## src/rtl/pi_alu_pkg.sv

```systemverilog
`default_nettype none
//============================================================================
// pi_alu_pkg : shared constants, state encoding and control struct for the
//              PI sequencer that drives the combinational ALU.
// Rev 1.0
//============================================================================
package pi_alu_pkg;

    localparam logic [2:0]  SRC1_ACCUM = 3'd0;
    localparam logic [2:0]  SRC0_PCOMP = 3'd3;

    localparam logic [15:0] SAT_POS = 16'h7FFF;
    localparam logic [15:0] SAT_NEG = 16'h8000;

    localparam logic [3:0] S_IDLE   = 4'd0;
    localparam logic [3:0] S_LD_ERR = 4'd1;
    localparam logic [3:0] S_EX_ERR = 4'd2;
    localparam logic [3:0] S_LD_INT = 4'd3;
    localparam logic [3:0] S_EX_INT = 4'd4;
    localparam logic [3:0] S_LD_PM  = 4'd5;
    localparam logic [3:0] S_EX_PM  = 4'd6;
    localparam logic [3:0] S_LD_SUM = 4'd7;
    localparam logic [3:0] S_EX_SUM = 4'd8;
    localparam logic [3:0] S_FIN    = 4'd9;

    typedef enum logic [3:0] {
        ST_IDLE   = S_IDLE,
        ST_LD_ERR = S_LD_ERR,
        ST_EX_ERR = S_EX_ERR,
        ST_LD_INT = S_LD_INT,
        ST_EX_INT = S_EX_INT,
        ST_LD_PM  = S_LD_PM,
        ST_EX_PM  = S_EX_PM,
        ST_LD_SUM = S_LD_SUM,
        ST_EX_SUM = S_EX_SUM,
        ST_FIN    = S_FIN
    } state_t;

    typedef struct packed {
        logic multiply;
        logic saturate;
        logic mult2;
        logic mult4;
        logic sub;
    } alu_ctl_t;

    function automatic logic is_sat(input logic [15:0] val);
        return (val == SAT_POS) || (val == SAT_NEG);
    endfunction

endpackage
`default_nettype wire

```

## src/rtl/pi_alu_seq_if.sv

```systemverilog
`default_nettype none
//============================================================================
// pi_alu_seq_if : operand/control bus between the PI sequencer (master) and
//                 the shared combinational ALU (slave).
// Rev 1.0
//============================================================================
interface pi_alu_seq_if;

    logic [15:0] Accum;
    logic [15:0] Pcomp;
    logic [2:0]  src1sel;
    logic [2:0]  src0sel;
    logic        multiply;
    logic        saturate;
    logic        mult2;
    logic        mult4;
    logic        sub;
    logic [15:0] dst;

    modport master (
        output Accum, Pcomp, src1sel, src0sel,
        output multiply, saturate, mult2, mult4, sub,
        input  dst
    );

    modport slave (
        input  Accum, Pcomp, src1sel, src0sel,
        input  multiply, saturate, mult2, mult4, sub,
        output dst
    );

endinterface
`default_nettype wire

```

## src/rtl/pi_alu_opdec.sv

```systemverilog
`default_nettype none
//============================================================================
// pi_alu_opdec : combinational op-table decode, state -> ALU operands and
//                control lines. load is high only in the LD_x states.
// Rev 1.0
//============================================================================
module pi_alu_opdec
    import pi_alu_pkg::*;
#(
    parameter int I_SHIFT = 0
) (
    input  state_t      state,
    input  logic [15:0] meas,
    input  logic [15:0] setpt,
    input  logic [15:0] p_gain,
    input  logic [15:0] err_v,
    input  logic [15:0] intgrl_v,
    input  logic [15:0] pterm_v,
    output logic        load,
    output logic [15:0] accum,
    output logic [15:0] pcomp,
    output alu_ctl_t    ctl
);

    always_comb begin
        load  = 1'b0;
        accum = '0;
        pcomp = '0;
        ctl   = '0;
        case (state)
            ST_LD_ERR, ST_EX_ERR: begin
                load         = (state == ST_LD_ERR);
                accum        = meas;
                pcomp        = setpt;
                ctl.sub      = 1'b1;
                ctl.saturate = 1'b1;
            end
            ST_LD_INT, ST_EX_INT: begin
                load         = (state == ST_LD_INT);
                accum        = intgrl_v;
                pcomp        = err_v;
                ctl.saturate = 1'b1;
            end
            ST_LD_PM, ST_EX_PM: begin
                load         = (state == ST_LD_PM);
                accum        = err_v;
                pcomp        = p_gain;
                ctl.multiply = 1'b1;
                ctl.saturate = 1'b1;
            end
            ST_LD_SUM, ST_EX_SUM: begin
                load         = (state == ST_LD_SUM);
                accum        = intgrl_v;
                pcomp        = pterm_v;
                ctl.saturate = 1'b1;
                ctl.mult2    = (I_SHIFT == 1);
                ctl.mult4    = (I_SHIFT == 2);
            end
            default: ;
        endcase
    end

endmodule
`default_nettype wire

```

## src/rtl/pi_alu_seq.sv

```systemverilog
`default_nettype none
//============================================================================
// pi_alu_seq : sequences one PI computation (error, integrate, P multiply,
//              sum) through the shared ALU per go. Option: ANTI_WINDUP_EN.
// Rev 1.0
//============================================================================
module pi_alu_seq
    import pi_alu_pkg::*;
#(
    parameter int I_SHIFT = 0
) (
    input  logic          clk,
    input  logic          rst,
    input  logic          go,
    input  logic          clr_intgrl,
    input  logic [15:0]   meas,
    input  logic [15:0]   setpt,
    input  logic [15:0]   p_gain,
    pi_alu_seq_if.master  alu,
    output logic [15:0]   result,
    output logic          busy,
    output logic          done
);

    generate
        if (I_SHIFT < 0 || I_SHIFT > 2) begin : g_bad_i_shift
            $error("pi_alu_seq: I_SHIFT must be 0, 1 or 2");
        end
    endgenerate

    state_t      state_r;
    state_t      state_nxt;
    logic [15:0] err_r;
    logic [15:0] intgrl_r;
    logic [15:0] pterm_r;
    logic [15:0] result_r;
    logic [15:0] accum_r;
    logic [15:0] pcomp_r;
    alu_ctl_t    ctl_r;

    logic [15:0] err_nxt;
    logic [15:0] intgrl_nxt;
    logic [15:0] pterm_nxt;
    logic        int_cap;
    logic        dec_load;
    logic [15:0] dec_accum;
    logic [15:0] dec_pcomp;
    alu_ctl_t    dec_ctl;

    always_ff @(posedge clk) begin
        if (rst) begin
            state_r <= ST_IDLE;
        end else begin
            state_r <= state_nxt;
        end
    end

    always_comb begin
        state_nxt = state_r;
        case (state_r)
            ST_IDLE:   state_nxt = go ? ST_LD_ERR : ST_IDLE;
            ST_LD_ERR: state_nxt = ST_EX_ERR;
            ST_EX_ERR: state_nxt = ST_LD_INT;
            ST_LD_INT: state_nxt = ST_EX_INT;
            ST_EX_INT: state_nxt = ST_LD_PM;
            ST_LD_PM:  state_nxt = ST_EX_PM;
            ST_EX_PM:  state_nxt = ST_LD_SUM;
            ST_LD_SUM: state_nxt = ST_EX_SUM;
            ST_EX_SUM: state_nxt = ST_FIN;
            ST_FIN:    state_nxt = ST_IDLE;
            default:   state_nxt = ST_IDLE;
        endcase
    end

`ifdef ANTI_WINDUP_EN
    logic sat_r;

    always_ff @(posedge clk) begin
        if (rst) begin
            sat_r <= 1'b0;
        end else if (state_r == ST_EX_SUM) begin
            sat_r <= is_sat(alu.dst);
        end
    end

    assign int_cap = (state_r == ST_EX_INT) && !sat_r;
`else
    assign int_cap = (state_r == ST_EX_INT);
`endif

    // Captured values are forwarded so an LD_x loading on the same edge as
    // the preceding EX_x capture sees the fresh dst, not the stale register.
    assign err_nxt    = (state_r == ST_EX_ERR) ? alu.dst : err_r;
    assign pterm_nxt  = (state_r == ST_EX_PM)  ? alu.dst : pterm_r;
    assign intgrl_nxt = ((state_r == ST_IDLE) && clr_intgrl) ? 16'h0000 :
                        int_cap                               ? alu.dst  :
                                                                intgrl_r;

    pi_alu_opdec #(
        .I_SHIFT  (I_SHIFT)
    ) u_opdec (
        .state    (state_nxt),
        .meas     (meas),
        .setpt    (setpt),
        .p_gain   (p_gain),
        .err_v    (err_nxt),
        .intgrl_v (intgrl_nxt),
        .pterm_v  (pterm_nxt),
        .load     (dec_load),
        .accum    (dec_accum),
        .pcomp    (dec_pcomp),
        .ctl      (dec_ctl)
    );

    always_ff @(posedge clk) begin
        if (rst) begin
            err_r    <= '0;
            intgrl_r <= '0;
            pterm_r  <= '0;
            result_r <= '0;
            accum_r  <= '0;
            pcomp_r  <= '0;
            ctl_r    <= '0;
        end else begin
            err_r    <= err_nxt;
            intgrl_r <= intgrl_nxt;
            pterm_r  <= pterm_nxt;
            ctl_r    <= dec_ctl;
            if (dec_load) begin
                accum_r <= dec_accum;
                pcomp_r <= dec_pcomp;
            end
            if (state_r == ST_EX_SUM) begin
                result_r <= alu.dst;
            end
        end
    end

    assign alu.Accum    = accum_r;
    assign alu.Pcomp    = pcomp_r;
    assign alu.src1sel  = SRC1_ACCUM;
    assign alu.src0sel  = SRC0_PCOMP;
    assign alu.multiply = ctl_r.multiply;
    assign alu.saturate = ctl_r.saturate;
    assign alu.mult2    = ctl_r.mult2;
    assign alu.mult4    = ctl_r.mult4;
    assign alu.sub      = ctl_r.sub;

    assign result = result_r;
    assign busy   = (state_r != ST_IDLE) && (state_r != ST_FIN);
    assign done   = (state_r == ST_FIN);

endmodule
`default_nettype wire

```

## src/flat_wrapper.sv

```systemverilog
// flat-port wrapper written by rule: the top's interface ports become plain ports
module pi_alu_seq_flat import pi_alu_pkg::*;
#(
    parameter int I_SHIFT = 0
)
  (clk, rst, go, clr_intgrl, meas, setpt, p_gain, result, busy, done, alu_Accum, alu_Pcomp, alu_src1sel, alu_src0sel, alu_multiply, alu_saturate, alu_mult2, alu_mult4, alu_sub, alu_dst);
  pi_alu_seq_if alu_i ();
  input  logic clk;
  input  logic rst;
  input  logic go;
  input  logic clr_intgrl;
  input  logic [15:0] meas;
  input  logic [15:0] setpt;
  input  logic [15:0] p_gain;
  output logic [15:0] result;
  output logic busy;
  output logic done;
  output wire logic [$bits(alu_i.Accum)-1:0] alu_Accum;
  output wire logic [$bits(alu_i.Pcomp)-1:0] alu_Pcomp;
  output wire logic [$bits(alu_i.src1sel)-1:0] alu_src1sel;
  output wire logic [$bits(alu_i.src0sel)-1:0] alu_src0sel;
  output wire logic [$bits(alu_i.multiply)-1:0] alu_multiply;
  output wire logic [$bits(alu_i.saturate)-1:0] alu_saturate;
  output wire logic [$bits(alu_i.mult2)-1:0] alu_mult2;
  output wire logic [$bits(alu_i.mult4)-1:0] alu_mult4;
  output wire logic [$bits(alu_i.sub)-1:0] alu_sub;
  input wire logic [$bits(alu_i.dst)-1:0] alu_dst;
  assign alu_Accum = alu_i.Accum;
  assign alu_Pcomp = alu_i.Pcomp;
  assign alu_src1sel = alu_i.src1sel;
  assign alu_src0sel = alu_i.src0sel;
  assign alu_multiply = alu_i.multiply;
  assign alu_saturate = alu_i.saturate;
  assign alu_mult2 = alu_i.mult2;
  assign alu_mult4 = alu_i.mult4;
  assign alu_sub = alu_i.sub;
  assign alu_i.dst = alu_dst;
  pi_alu_seq #(.I_SHIFT(I_SHIFT)) u_core (.clk(clk), .rst(rst), .go(go), .clr_intgrl(clr_intgrl), .meas(meas), .setpt(setpt), .p_gain(p_gain), .alu(alu_i), .result(result), .busy(busy), .done(done));
endmodule
```

## config.mk

```make
export PLATFORM = sky130hd
export DESIGN_NAME = pi_alu_seq_flat
export DESIGN_NICKNAME = d
export VERILOG_FILES = /design/src/rtl/pi_alu_pkg.sv /design/src/rtl/pi_alu_seq_if.sv /design/src/rtl/pi_alu_opdec.sv /design/src/rtl/pi_alu_seq.sv /design/src/flat_wrapper.sv
export SDC_FILE = /design/constraint.sdc
export NUM_CORES = 1
export LEC_CHECK = 0
export ABC_AREA = 1
export CAP_MARGIN = 20
export CORE_ASPECT_RATIO = 0.9
export CORE_MARGIN = 1
export CORE_UTILIZATION = 52
export DETAILED_ROUTE_END_ITERATION = 16
export PLACE_DENSITY = 0.85
export SLEW_MARGIN = 30
export SYNTH_ARGS = -nofsm -noshare
export SYNTH_HDL_FRONTEND = slang
export SYNTH_SLANG_ARGS = --single-unit
```

## constraint.sdc

```tcl
create_clock -name clk -period 4.6 [get_ports clk]
set_input_delay 0.46 -clock clk [delete_from_list [all_inputs] [get_ports clk]]
set_output_delay 0.46 -clock clk [all_outputs]
set_load 0.02 [all_outputs]
```

# --- After elaboration in Yosys (flattened, before gate mapping) ---
# Cells that the tools add are included.
# W data, S select, Z words.
word_totals:
  regBits: 103
  input_bits: 68
  out_inout_bits: 61
  word_cells: 50
op_classes:
  eq_ne: 18
  n_mux: 12
  reduce_logical: 10
ops:
  columns: ["cell", "count"]
  rows:
  - ["$mux W16", 4]
  - ["$pmux W16 S4", 1]
  - ["$pmux W16 S3", 1]
  - ["$pmux W4 S9", 1]
  - ["$eq A4 B3 Y1 const B", 8]
  - ["$eq A4 B2 Y1 const B", 4]
  - ["$eq A4 B4 Y1 const B", 3]
  - ["$eq A4 B1 Y1 const B", 2]
  - ["$reduce_or A2 Y1", 4]
  - ["$reduce_or A8 Y1", 1]
  - ["$logic_not A4 Y1", 1]
  - ["$mux W1", 4]
  - ["$ne A4 B4 Y1 const B", 1]
  - ["$pmux W1 S4", 1]
  - ["$reduce_bool A4 Y1", 1]
  - ["$reduce_or A4 Y1", 1]
  - ["$logic_and A1 B1 Y1", 2]

# --- Logic depth before layout (Yosys ltp) ---
# Gate-level depths: netlist (run 1).
logic_depth:
  word_depth: 5
  ltp_mapped: 11
  mapped_depth_nobuf: 9

# --- Cells and area by module ---
# From an unflattened synthesis (run 1), not the netlist that was laid out.
unflattened:
  cells_unflattened: 912
  hier_area_um2: 5524.0
by_module_without_submodules:
  columns: ["module", "n_inst", "cells_each", "area_each_um2", "seq_area_each_um2"]
  rows:
  - ["pi_alu_seq", 1, 610, 4207.8, 2102.0]
  - ["pi_alu_opdec", 1, 302, 1316.3, 0.0]

# --- Worst setup path after synthesis (run 1) ---
# Ideal clock, no wire load.
synth_timing:
  path_kind: "flip-flop to output port"
  start: "register u_core.state_r[0]"
  end: "output port busy"
  arrival_ns: 1.505
  required_ns: 4.140
  setup_slack_ns: 2.635
  stages_incl_launch_ff: 4
  n_path_buf: 0
  cell_sequence: "dfxtp_1 inv_2 nor4_1 a21oi_1"
synth_between:
  elab_chain_cells: 2
  word_cells_on_any_way: 3
  classes_between: "1 x eq/ne; 2 x reduce/logical"
synth_lines:
  columns: ["item", "line", "rtl"]
  rows:
  - ["start, declared", "pi_alu_seq.sv:31", "state_t state_r;"]
  - ["start signal, assigned", "pi_alu_seq.sv:54", "state_r <= state_nxt;"]
  - ["$ne A4 B4 Y1 / $reduce_bool A4 Y1 (equally long branches)", "pi_alu_seq.sv:150", "assign busy = (state_r != ST_IDLE) && (state_r != ST_FIN);"]
  - ["$logic_and A1 B1 Y1 (*)", "pi_alu_seq.sv:150", null]
  - ["end, declared", "flat_wrapper.sv:16", "output logic busy;"]
# Every way passes the cells marked *; elsewhere a longest branch is shown, timed or not.

# --- Worst setup path after layout (run 1) ---
layout_timing:
  start: "register u_core.state_r[2]"
  end: "output port busy"
# Same word-level chain as after synthesis.

==> results of run 1 <==
==> state kept, by name, indices dropped and copies added, names as in the netlist <==
signal	count
u_core.alu.saturate	1
u_core.alu.multiply	1
u_core.alu.Pcomp	16
u_core.pterm_r	16
u_core.state_r	4
u_core.alu.sub	1
u_core.alu.Accum	16
u_core.err_r	16
u_core.result	16
u_core.intgrl_r	16
==> area by class of cell <==
type                       instances  share of cell area [%]
multi-input combinational        544                    37.9
sequential                       103                    33.4
timing repair buffer             122                    19.7
inverter                          58                    3.53
tap                              122                    2.47
clock buffer                      10                    2.07
clock inverter                     5                   0.933
==> power by group through the flow <==
| stage | Combinational, mW | Sequential (mW) | Clock, mW |
|---|---|---|---|
| 2_1_floorplan | 0.363 | 1.10 | 0 |
| 3_3_place_gp | 0.658 | 1.04 | 0 |
| 3_5_place_dp | 0.675 | 1.04 | 0 |
| 4_1_cts | 0.681 | 1.02 | 0.562 |
| 5_1_grt | 0.754 | 1.03 | 0.594 |
| 6_report | 0.688 | 1.02 | 0.558 |
==> cell families (layout without fill, tap and decap cells) <==
kind of cell / Yosys count / count (layout) / synth area share, %
buffers and inverters: 107 / 195 / 9.67
AND/OR/NAND/NOR: 465 / 465 / 40.1
flip-flops: 103 / 103 / 42.6
AO/OA/AOI/OAI: 71 / 71 / 7.47
other: 2 / 8 / 0.155
==> routing by layer <==
layer / vias to the layer above / wire [um] / share of wire, % / global-route usage (%)
met4: 0 / 397 / 2.8 / 13.3
met2: 293 / 6250 / 44 / 46.3
li1: 2518 / - / - / -
met5: - / 0 / 0 / 0
met3: 33 / 1380 / 9.6 / 5.57
met1: 2375 / 6280 / 44 / 40.5
==> cell usage after synthesis (all sizes together) <==
master / number / area, um2
nor4: 2 / 12.5
buf: 30 / 179
nand2: 209 / 802
o211ai: 1 / 7.51
nor2: 138 / 543
nand4: 1 / 6.26
dfxtp: 103 / 2060
a211oi: 1 / 7.51
clkbuf: 19 / 71.3
inv: 58 / 218
conb: 2 / 7.51
a31oi: 1 / 6.26
nand3: 115 / 576
a21oi: 17 / 85.1
o21ai: 51 / 255
==> critical path: stages, from the launching register on <==
cell and delay, ps:
sky130_fd_sc_hd__dfxtp_1 370, sky130_fd_sc_hd__nor2_2 730, sky130_fd_sc_hd__a21oi_1 170, sky130_fd_sc_hd__clkdlybuf4s50_1 600
==> per-stage QoR <==
stage	area [um2]	util [%]
final	6170	67.9
after global placement	5970	65.8
after floorplan	4860	-
after global routing	6170	67.9
after detailed placement	5980	65.9
after CTS	6170	67.9
==> how the worst min path moves through the flow <==
stage / to / slack (ps) / cells after the start
after floorplan: u_core.pterm_r[0] / 490 / 4
after global placement: u_core.pterm_r[14] / 500 / 4
after detailed placement: u_core.pterm_r[10] / 510 / 4
after CTS: u_core.pterm_r[8] / 520 / 4
after global routing: u_core.alu.Pcomp[10] / 550 / 2
final: u_core.pterm_r[2] / 520 / 4
==> impl_summary.log, run 1 <==
INFO  metric worst_clock_skew_on_the_final_layout = around 12 ps
INFO  metric report.final.hold_viol_count = 0
INFO  metric dr_total_vias = 5219
INFO  metric insertion_delay = 360 ps
INFO  metric floorplan.initialDensity = 53.3%
INFO  metric share_comb_of_total_power = 30.3%
INFO  metric timing.critical_path.fanout_max = 23
INFO  metric drv_slew = 0
INFO  metric worst_setup_ep_type = output pin
INFO  metric global_route.usage.total = 29.8%
INFO  metric worstMarginPinSlew = 916 ps
INFO  metric area_growth_syn_to_layout = 27.5%
INFO  metric fin_crit_sh = between 50% and 60%
INFO  metric synth-seq-area-share = around 43%
INFO  metric crit_path_start = u_core.state_r[2]
INFO  metric setup-tns-final = 0 ps
INFO  metric cts_made_buffers = 9
INFO  metric max-vdd-ir-drop = a little under 0.2 mV
INFO  metric cts-root-buf = sky130_fd_sc_hd__clkbuf_8
INFO  metric worstReg2RegEnd = u_core.alu.Accum[2]
INFO  metric fillCellCount = approximately 770
INFO  metric grt_max_degree = between 60 and 70
INFO  metric instances_no_fill = 964
INFO  metric r2r_setup_slack = 1940 ps
INFO  metric synthDistinctLibCells = 22
INFO  metric worstHoldStart = u_core.pterm_r[2]
INFO  metric regToRegStartpoint = u_core.state_r[2]
INFO  metric fp.coreArea = 9080 um2
INFO  metric intPower = 1.49 mW
INFO  metric netlist_area = slightly below 5000 um2
INFO  metric synth.ff_latch_count = 103
INFO  metric drt-initial-drc-count = ~530
INFO  metric numClockSinks = 103
INFO  metric timing.final.ws_setup = 1900 ps
INFO  metric port_buffers = 120
INFO  metric mapped_cells = 748
INFO  metric cap_viol_max_count = 0
INFO  metric first_global_vias = 4795
INFO  metric die_h = 93.5 um
INFO  metric globalRouteOverflowTotal = 0
INFO  metric maxClockFrequency = 371 MHz
INFO  metric drt_first_pass_iters = 6
INFO  metric cts.path.max_buffers = 2
INFO  metric post-dp-hpwl = between 9 and 10 mm
INFO  metric rsz0062_at_grt = no
INFO  metric drtAntennaViolNets = 0
INFO  metric rows = 33
INFO  metric worst-endpoint-arrival = 2240 ps
INFO  metric post_synth.cell_area_avg = 6.47 um2
INFO  metric count_of_placed_standard_cells_including_taps = 949
INFO  metric preCtsSetupSlack = 2050 ps
INFO  metric whs = 522 ps
INFO  metric worst_setup_hold_path_clk_slew = about 90 ps
INFO  metric most_frequent_standard_cell_in_the_layout_excluding_fill_and_tap_cells = sky130_fd_sc_hd__nand2_1
INFO  metric status = complete, no violations
INFO  metric power_per_cell_area = between 300 and 400 nW/um2
INFO  metric floorplan_die_area = 9700 um2
INFO  metric die-width = 104 um
INFO  metric multiInputGateArea = 2340 um2
INFO  metric antenna_found_initial = 0
INFO  metric seqCellArea = approximately 2100 um2
INFO  metric setup.worst_path.class = reg2out
INFO  metric min_path_type = reg2reg
INFO  metric power.clock.fraction = around a quarter
INFO  metric finalSetupViolations = 0
INFO  metric cts.repair.resized = 0
INFO  metric global_route_wire_length_before_repair = 23.1 mm
INFO  metric netSwitchingFraction = 34.4%
INFO  metric power = 2.27 mW
INFO  metric cts.repair_timing.setup_buffer_count = 0
INFO  metric wirelength = between 10 and 15 mm
INFO  metric ioPinCount = 129
INFO  metric crit_path_start_kind = flop
INFO  metric layout.cells.most_common_list = sky130_fd_sc_hd__nand2_1, sky130_fd_sc_hd__nor2_1, sky130_fd_sc_hd__clkdlybuf4s50_1
INFO  metric ys.warnings.count = 0
INFO  metric finalCriticalPeriod = 2700 ps
INFO  metric vias_per_cell = about 5.4
INFO  metric detail_route.drc_violations = 0
INFO  metric gp_routability_congestion = 0.856
INFO  metric power.switching = between 700 and 800 uW
INFO  metric max-slew-margin-rel = between 30% and 40%
INFO  metric final_nets = 906
INFO  metric crit_end = busy
INFO  metric seqPwrFrac = ~45%
INFO  metric post_drt_wl_per_cell = 14.8 um
INFO  metric timing.reg2reg.worst_path_depth = 7
INFO  metric timing.critical_path.required = 4140 ps
INFO  metric count_of_antenna_diodes_in_the_layout = 0
INFO  metric final_layout_size_suffix_gt1_share = 4.04%
INFO  metric tritoncts = done
INFO  metric p_leak = 2.68 nW
INFO  metric cts.htree.levels = 3
INFO  metric hold_buffers = 0
No activity file was read; power rests on OpenSTA's default activity.
==> run 2: changes to the inputs <==
--- a/config.mk
+++ b/config.mk
@@ -9,9 +9,9 @@
 export CAP_MARGIN = 20
 export CORE_ASPECT_RATIO = 0.9
 export CORE_MARGIN = 1
-export CORE_UTILIZATION = 52
+export CORE_UTILIZATION = 49
 export DETAILED_ROUTE_END_ITERATION = 16
-export PLACE_DENSITY = 0.85
+export PLACE_DENSITY = 0.81
 export SLEW_MARGIN = 30
 export SYNTH_ARGS = -nofsm -noshare
 export SYNTH_HDL_FRONTEND = slang
==> constraint.sdc (replaced) <==
create_clock -name clk -period 2.49 [get_ports clk]
set_input_delay 0.249 -clock clk [delete_from_list [all_inputs] [get_ports clk]]
set_output_delay 0.249 -clock clk [all_outputs]
set_load 0.02 [all_outputs]
==> run 2 against run 1 <==
- sequential power is 86% higher
- largest cell class unchanged
- sequential share of layout area is 0.81 points lower
- setup slack worse by 1600 ps
- count of clock-buffer cells in the layout stayed put
- clock skew is 4.1 ps lower
- via count is 1.5% lower
- largest power group unchanged
- final cell count is 1.2% higher
- final area is 2.5% higher
==> impl_summary.log, run 2 (synthesis gave the netlist of run 1 again) <==
INFO  metric count_of_placed_standard_cells_including_taps = 961
INFO  metric timing.critical_path.fanout_max = 4
INFO  metric met3RoutedLength = 1.50 mm
INFO  metric setup-tns-final = 0 ps
INFO  metric report.final.hold_viol_count = 0
INFO  metric final_nets = 914
INFO  metric fp.coreArea = 9610 um2
INFO  metric finalCoreUtilization = between 60% and 70%
INFO  metric antenna_found_initial = 0
INFO  metric cap_viol_max_count = 0
INFO  metric number_of_buffer_and_inverter_stages_on_the_critical_path = 2
INFO  metric path_cells = inv_2 -> nor4_1 -> clkdlybuf4s50_1
INFO  metric max-slew-margin-rel = a little over half
INFO  metric preCtsSetupSlack = 220 ps
INFO  metric port_buffers = 120
INFO  metric regToRegStartpoint = u_core.state_r[2]
INFO  metric power_per_cell_area = a little over 700 nW/um2
INFO  metric detail_route.drc_violations = 0
INFO  metric maxClockFrequency = ~460 MHz
INFO  metric status = complete, no violations
INFO  metric detail_route.wirelength.met1 = 6.43 mm
INFO  metric floorplan_die_area = 10300 um2
INFO  metric vias_per_cell = 5.27
INFO  metric layout.cells.most_common_list = sky130_fd_sc_hd__nand2_1, sky130_fd_sc_hd__nor2_1, sky130_fd_sc_hd__clkdlybuf4s50_1
INFO  metric most_frequent_standard_cell_in_the_layout_excluding_fill_and_tap_cells = sky130_fd_sc_hd__nand2_1
INFO  metric area_growth_syn_to_layout = 30.7%
INFO  metric fin_crit_sh = 88.1%
INFO  metric worst_setup_hold_path_clk_slew = 100 ps
INFO  metric route.top_layer_used = met4
INFO  metric global_route.usage.total = between 30% and 40%
INFO  metric dr_total_vias = between 5k and 6k
INFO  metric fillCellCount = 887
INFO  metric post-dp-hpwl = 10.2 mm
INFO  metric worst-endpoint-arrival = 1940 ps
INFO  metric finalCriticalPeriod = 2190 ps
INFO  metric timing.critical_path.slowest_cell_delay = 680 ps
INFO  metric cts.repair_timing.setup_buffer_count = 0
INFO  metric wirelength = between 10 and 15 mm
INFO  metric setup.worst_path.class = reg2out
INFO  metric globalRouteOverflowTotal = 0
INFO  metric ioPinCount = 129
INFO  metric worstReg2RegEnd = u_core.alu.Accum[0]
INFO  metric worstHoldStart = rst
INFO  metric worst_clock_skew_on_the_final_layout = a little under 8 ps
INFO  metric rsz0062_at_grt = no
INFO  metric r2r_setup_slack = 330 ps
INFO  metric gp_routability_congestion = 0.953
INFO  metric routed-wl-met2 = 6.50 mm
INFO  metric count_of_antenna_diodes_in_the_layout = 0
INFO  metric worst_hold_path_depth = 3
INFO  metric floorplan.initialDensity = roughly 50%
INFO  metric crit_path_start_kind = flop
INFO  metric min_to = u_core.pterm_r[1]
INFO  metric grt_max_degree = 65
INFO  metric min_path_type = in2reg
INFO  metric post_drt_wl_per_cell = around 15 um
INFO  metric first_global_vias = 4858
INFO  metric finalSetupViolations = 0
INFO  metric instances_no_fill = between 900 and 1k
INFO  metric timing.final.ws_setup = 297 ps
INFO  metric worst_setup_ep_type = output pin
INFO  metric drv_slew = 0
INFO  metric worstMarginPinSlew = 691 ps
INFO  metric final_design_area_no_fill = ~6300 um2
INFO  metric cts-root-buf = sky130_fd_sc_hd__clkbuf_8
INFO  metric die_h = 96.3 um
INFO  metric global_route_wire_length_before_repair = approximately 24 mm
INFO  metric dpl_cell_area = 6050 um2
INFO  metric max-vdd-ir-drop = 0.408 mV
INFO  metric tritoncts = done
INFO  metric cts.path.max_buffers = 2
INFO  metric cts.htree.levels = 3
INFO  metric drt-initial-drc-count = 476
INFO  metric seqCellArea = 2060 um2
INFO  metric cts_made_buffers = 9
INFO  metric final_layout_size_suffix_gt1_share = 4.94%
INFO  metric timing.critical_path.slowest_stage_cell = sky130_fd_sc_hd__clkdlybuf4s50_1
INFO  metric p_leak = 2.76 nW
INFO  metric drt_first_pass_iters = 5
INFO  metric rows = 34
INFO  metric timing.critical_path.required = 2240 ps
INFO  metric die-width = 107 um
INFO  metric multiInputGateArea = between 2000 and 2500 um2
INFO  metric timing.reg2reg.worst_path_depth = 8
INFO  metric numClockSinks = 103
INFO  metric path_delay_family = buffers and inverters
INFO  metric drtAntennaViolNets = 0
INFO  metric insertion_delay = 380 ps
run 2: layout make-up:
type	count	share of cell area, %
clock buffer	10	2.18
tap	126	2.49
timing repair buffer	130	20.3
sequential	103	32.6
multi-input combinational	544	36.9
inverter	58	3.44
clock inverter	5	2.04
run 2: stage by stage:
stage,hold slack (ps),power [mW]
after floorplan,417,2.70
after global placement,500,3.19
after detailed placement,507,3.22
after CTS,464,4.59
after global routing,482,4.80
final,460,4.59
run 2: metal layers:
| metal | vias to the layer above | GRT usage (%) |
|---|---|---|
| li1 | 2531 | - |
| met1 | 2317 | 40.0 |
| met2 | 262 | 46.8 |
| met3 | 31 | 8.19 |
| met4 | 0 | 11.5 |
| met5 | - | 0 |
run 2: worst min-delay path, stage by stage:
cell and delay [ps]:
sky130_fd_sc_hd__buf_2 100, sky130_fd_sc_hd__buf_4 290, sky130_fd_sc_hd__nor2_1 150
run 2: timing repair:
item	4_1_cts	5_1_grt
resized for setup	0	1
hold buffers	0	0
endpoints found under the setup margin	0	9
run 2: worst max-delay path by stage:
stage,slack (ps),startpoint,to,cells past startpoint
6_report,300,u_core.state_r[0],done,3
5_1_grt,130,u_core.state_r[2],u_core.alu.Accum[0],8
4_1_cts,200,u_core.state_r[2],u_core.alu.Accum[0],8
3_5_place_dp,220,u_core.state_r[2],u_core.alu.Accum[0],8
3_3_place_gp,350,u_core.state_r[2],u_core.alu.Accum[0],8
2_1_floorplan,740,u_core.state_r[0],busy,3
run 2: power breakdown:
group / switching (mW) / leakage, nW / total (mW) / internal [mW]
Sequential: 0.0967 / 0.840 / 1.90 / 1.80
Combinational: 0.799 / 1.78 / 1.31 / 0.507
Clock: 0.590 / 0.133 / 1.39 / 0.795
Total: 1.49 / 2.76 / 4.59 / 3.10
==> run 3: changes to the inputs <==
--- a/config.mk
+++ b/config.mk
@@ -6,12 +6,12 @@
 export NUM_CORES = 1
 export LEC_CHECK = 0
 export ABC_AREA = 1
-export CAP_MARGIN = 20
+export CAP_MARGIN = 40
 export CORE_ASPECT_RATIO = 0.9
 export CORE_MARGIN = 1
 export CORE_UTILIZATION = 49
 export DETAILED_ROUTE_END_ITERATION = 16
-export PLACE_DENSITY = 0.81
+export PLACE_DENSITY = 0.86
 export SLEW_MARGIN = 30
 export SYNTH_ARGS = -nofsm -noshare
 export SYNTH_HDL_FRONTEND = slang
==> run 3 against run 2 <==
- highest routed layer unchanged
- clock power fell by 22%
- critical path depth is the same
- sequential power about the same
- clock skew up 2.8 ps
- via count down 1.1%
- flip-flop and latch count unchanged
- utilization decreased by 0.42 points
- hold slack gained 18 ps
- combinational power hardly changed
==> impl_summary.log, run 3 (synthesis gave the netlist of run 1 again) <==
INFO  metric min_to = u_core.pterm_r[15]
INFO  metric detail_route.drc_violations = 0
INFO  metric post-dp-hpwl = 9.49 mm
INFO  metric die-width = 107 um
INFO  metric most_frequent_standard_cell_in_the_layout_excluding_fill_and_tap_cells = sky130_fd_sc_hd__nand2_1
INFO  metric finalSetupViolations = 0
INFO  metric cts.htree.levels = 3
INFO  metric cts.repair.resized = 0
INFO  metric timing.critical_path.required = 2240 ps
INFO  metric power_per_cell_area = 682 nW/um2
INFO  metric global_route.usage.total = 27.9%
INFO  metric final_nets = between 900 and 1k
INFO  metric rsz0062_at_grt = no
INFO  metric vias_per_cell = between 5 and 6
INFO  metric p_leak = between 2 and 3 nW
INFO  metric layout.cells.most_common_list = sky130_fd_sc_hd__nand2_1, sky130_fd_sc_hd__nor2_1, sky130_fd_sc_hd__clkdlybuf4s50_1
INFO  metric report.final.hold_viol_count = 0
INFO  metric min_path_type = in2reg
INFO  metric maxClockFrequency = approximately 470 MHz
INFO  metric numClockSinks = 103
INFO  metric wirelength = 13.9 mm
INFO  metric drt_first_pass_iters = 5
INFO  metric die_h = just under 100 um
INFO  metric setup-tns-final = 0 ps
INFO  metric grt_max_degree = 65
INFO  metric timing.reg2reg.worst_path_depth = 8
INFO  metric status = complete, no violations
INFO  metric worst_hold_path_depth = 3
INFO  metric drt-initial-drc-count = 580
INFO  metric worst_setup_hold_path_clk_slew = approximately 90 ps
INFO  metric power = 4.29 mW
INFO  metric floorplan.initialDensity = 50.3%
INFO  metric antenna_found_initial = 0
INFO  metric cts.path.max_buffers = 2
INFO  metric tritoncts = done
INFO  metric rows = 34
INFO  metric worstHoldStart = rst
INFO  metric globalRouteOverflowTotal = 0
INFO  metric r2r_setup_slack = 480 ps
INFO  metric worst-endpoint-arrival = 1890 ps
INFO  metric cts.repair_timing.setup_buffer_count = 0
INFO  metric max-slew-margin-rel = 54.1%
INFO  metric finalCriticalPeriod = 2140 ps
INFO  metric ioPinCount = about 130
INFO  metric post_drt_wl_per_cell = around 14 um
INFO  metric cts_made_buffers = 9
INFO  metric worst_clock_skew_on_the_final_layout = 10.6 ps
INFO  metric max-vdd-ir-drop = 0.416 mV
INFO  metric worstReg2RegEnd = u_core.alu.Accum[11]
INFO  metric setup.worst_path.class = reg2out
INFO  metric regToRegStartpoint = u_core.state_r[2]
INFO  metric area_growth_syn_to_layout = 29.9%
INFO  metric floorplan_die_area = 10300 um2
INFO  metric first_global_vias = 4587
INFO  metric cap_viol_max_count = 0
INFO  metric drv_slew = 0
INFO  metric insertion_delay = 370 ps
INFO  metric worst_setup_ep_type = output pin
INFO  metric port_buffers = 120
INFO  metric crit_path_start_kind = flop
INFO  metric worstMarginPinSlew = roughly 690 ps
INFO  metric gp_routability_congestion = 0.904
INFO  metric cts-root-buf = sky130_fd_sc_hd__clkbuf_8
INFO  metric count_of_antenna_diodes_in_the_layout = 0
INFO  metric global_route_wire_length_before_repair = 22.5 mm
INFO  metric timing.critical_path.fanout_max = 4
INFO  metric drtAntennaViolNets = 0
INFO  metric fin_crit_sh = 85.7%
INFO  metric final_layout_size_suffix_gt1_share = 5.27%
INFO  metric dr_total_vias = just over 5k
INFO  metric fillCellCount = 895
INFO  metric fp.coreArea = 9610 um2
INFO  metric hold_buffers = 0
run 3: per-stage QoR:
step                hold WS (ps)  std cells  util, %  worst slack [ps]  area [um2]
finish                       478        980     65.4               355        6280
global route                 491        980     65.4               252        6280
CTS                          478        980     65.4               343        6280
detailed placement           506        964     63.2               546        6070
global placement             501        964     63.2               610        6070
floorplan                    417        754        -               736        4860
run 3: worst max path at each step:
stage,start,endpoint,depth (start not counted)
2_1_floorplan,u_core.state_r[0],busy,3
3_3_place_gp,u_core.state_r[2],u_core.alu.Pcomp[3],8
3_5_place_dp,u_core.state_r[2],u_core.alu.Accum[11],8
4_1_cts,u_core.state_r[0],done,3
5_1_grt,u_core.state_r[0],done,3
6_report,u_core.state_r[0],done,3
run 3: worst max-delay path, stage by stage, from the launching register on:
cell and delay, ps:
sky130_fd_sc_hd__dfxtp_1 460, sky130_fd_sc_hd__inv_2 80, sky130_fd_sc_hd__nor4_1 310, sky130_fd_sc_hd__clkdlybuf4s50_1 670
run 3: report_power, final:
group / internal, mW / switching, mW
clock: 0.522 / 0.565
combinational: 0.517 / 0.795
sequential: 1.80 / 0.0881
run 3: layer usage:
| layer | up-vias | wire, um | global-route usage (%) |
|---|---|---|---|
| li1 | 2545 | - | - |
| met1 | 2270 | 6530 | 39.1 |
| met2 | 251 | 5770 | 42.7 |
| met3 | 20 | 1380 | 7.58 |
| met4 | 0 | 172 | 6.39 |
| met5 | - | 0 | 0 |
run 3: final cells by class:
cell class / instances / area [um2] / area share (%)
timing repair buffer: 133 / 1310 / 20.8
clock buffer: 12 / 155 / 2.47
multi-input combinational: 544 / 2330 / 37.1
clock inverter: 4 / 53.8 / 0.856
inverter: 58 / 218 / 3.46
tap: 126 / 158 / 2.51
sequential: 103 / 2060 / 32.8
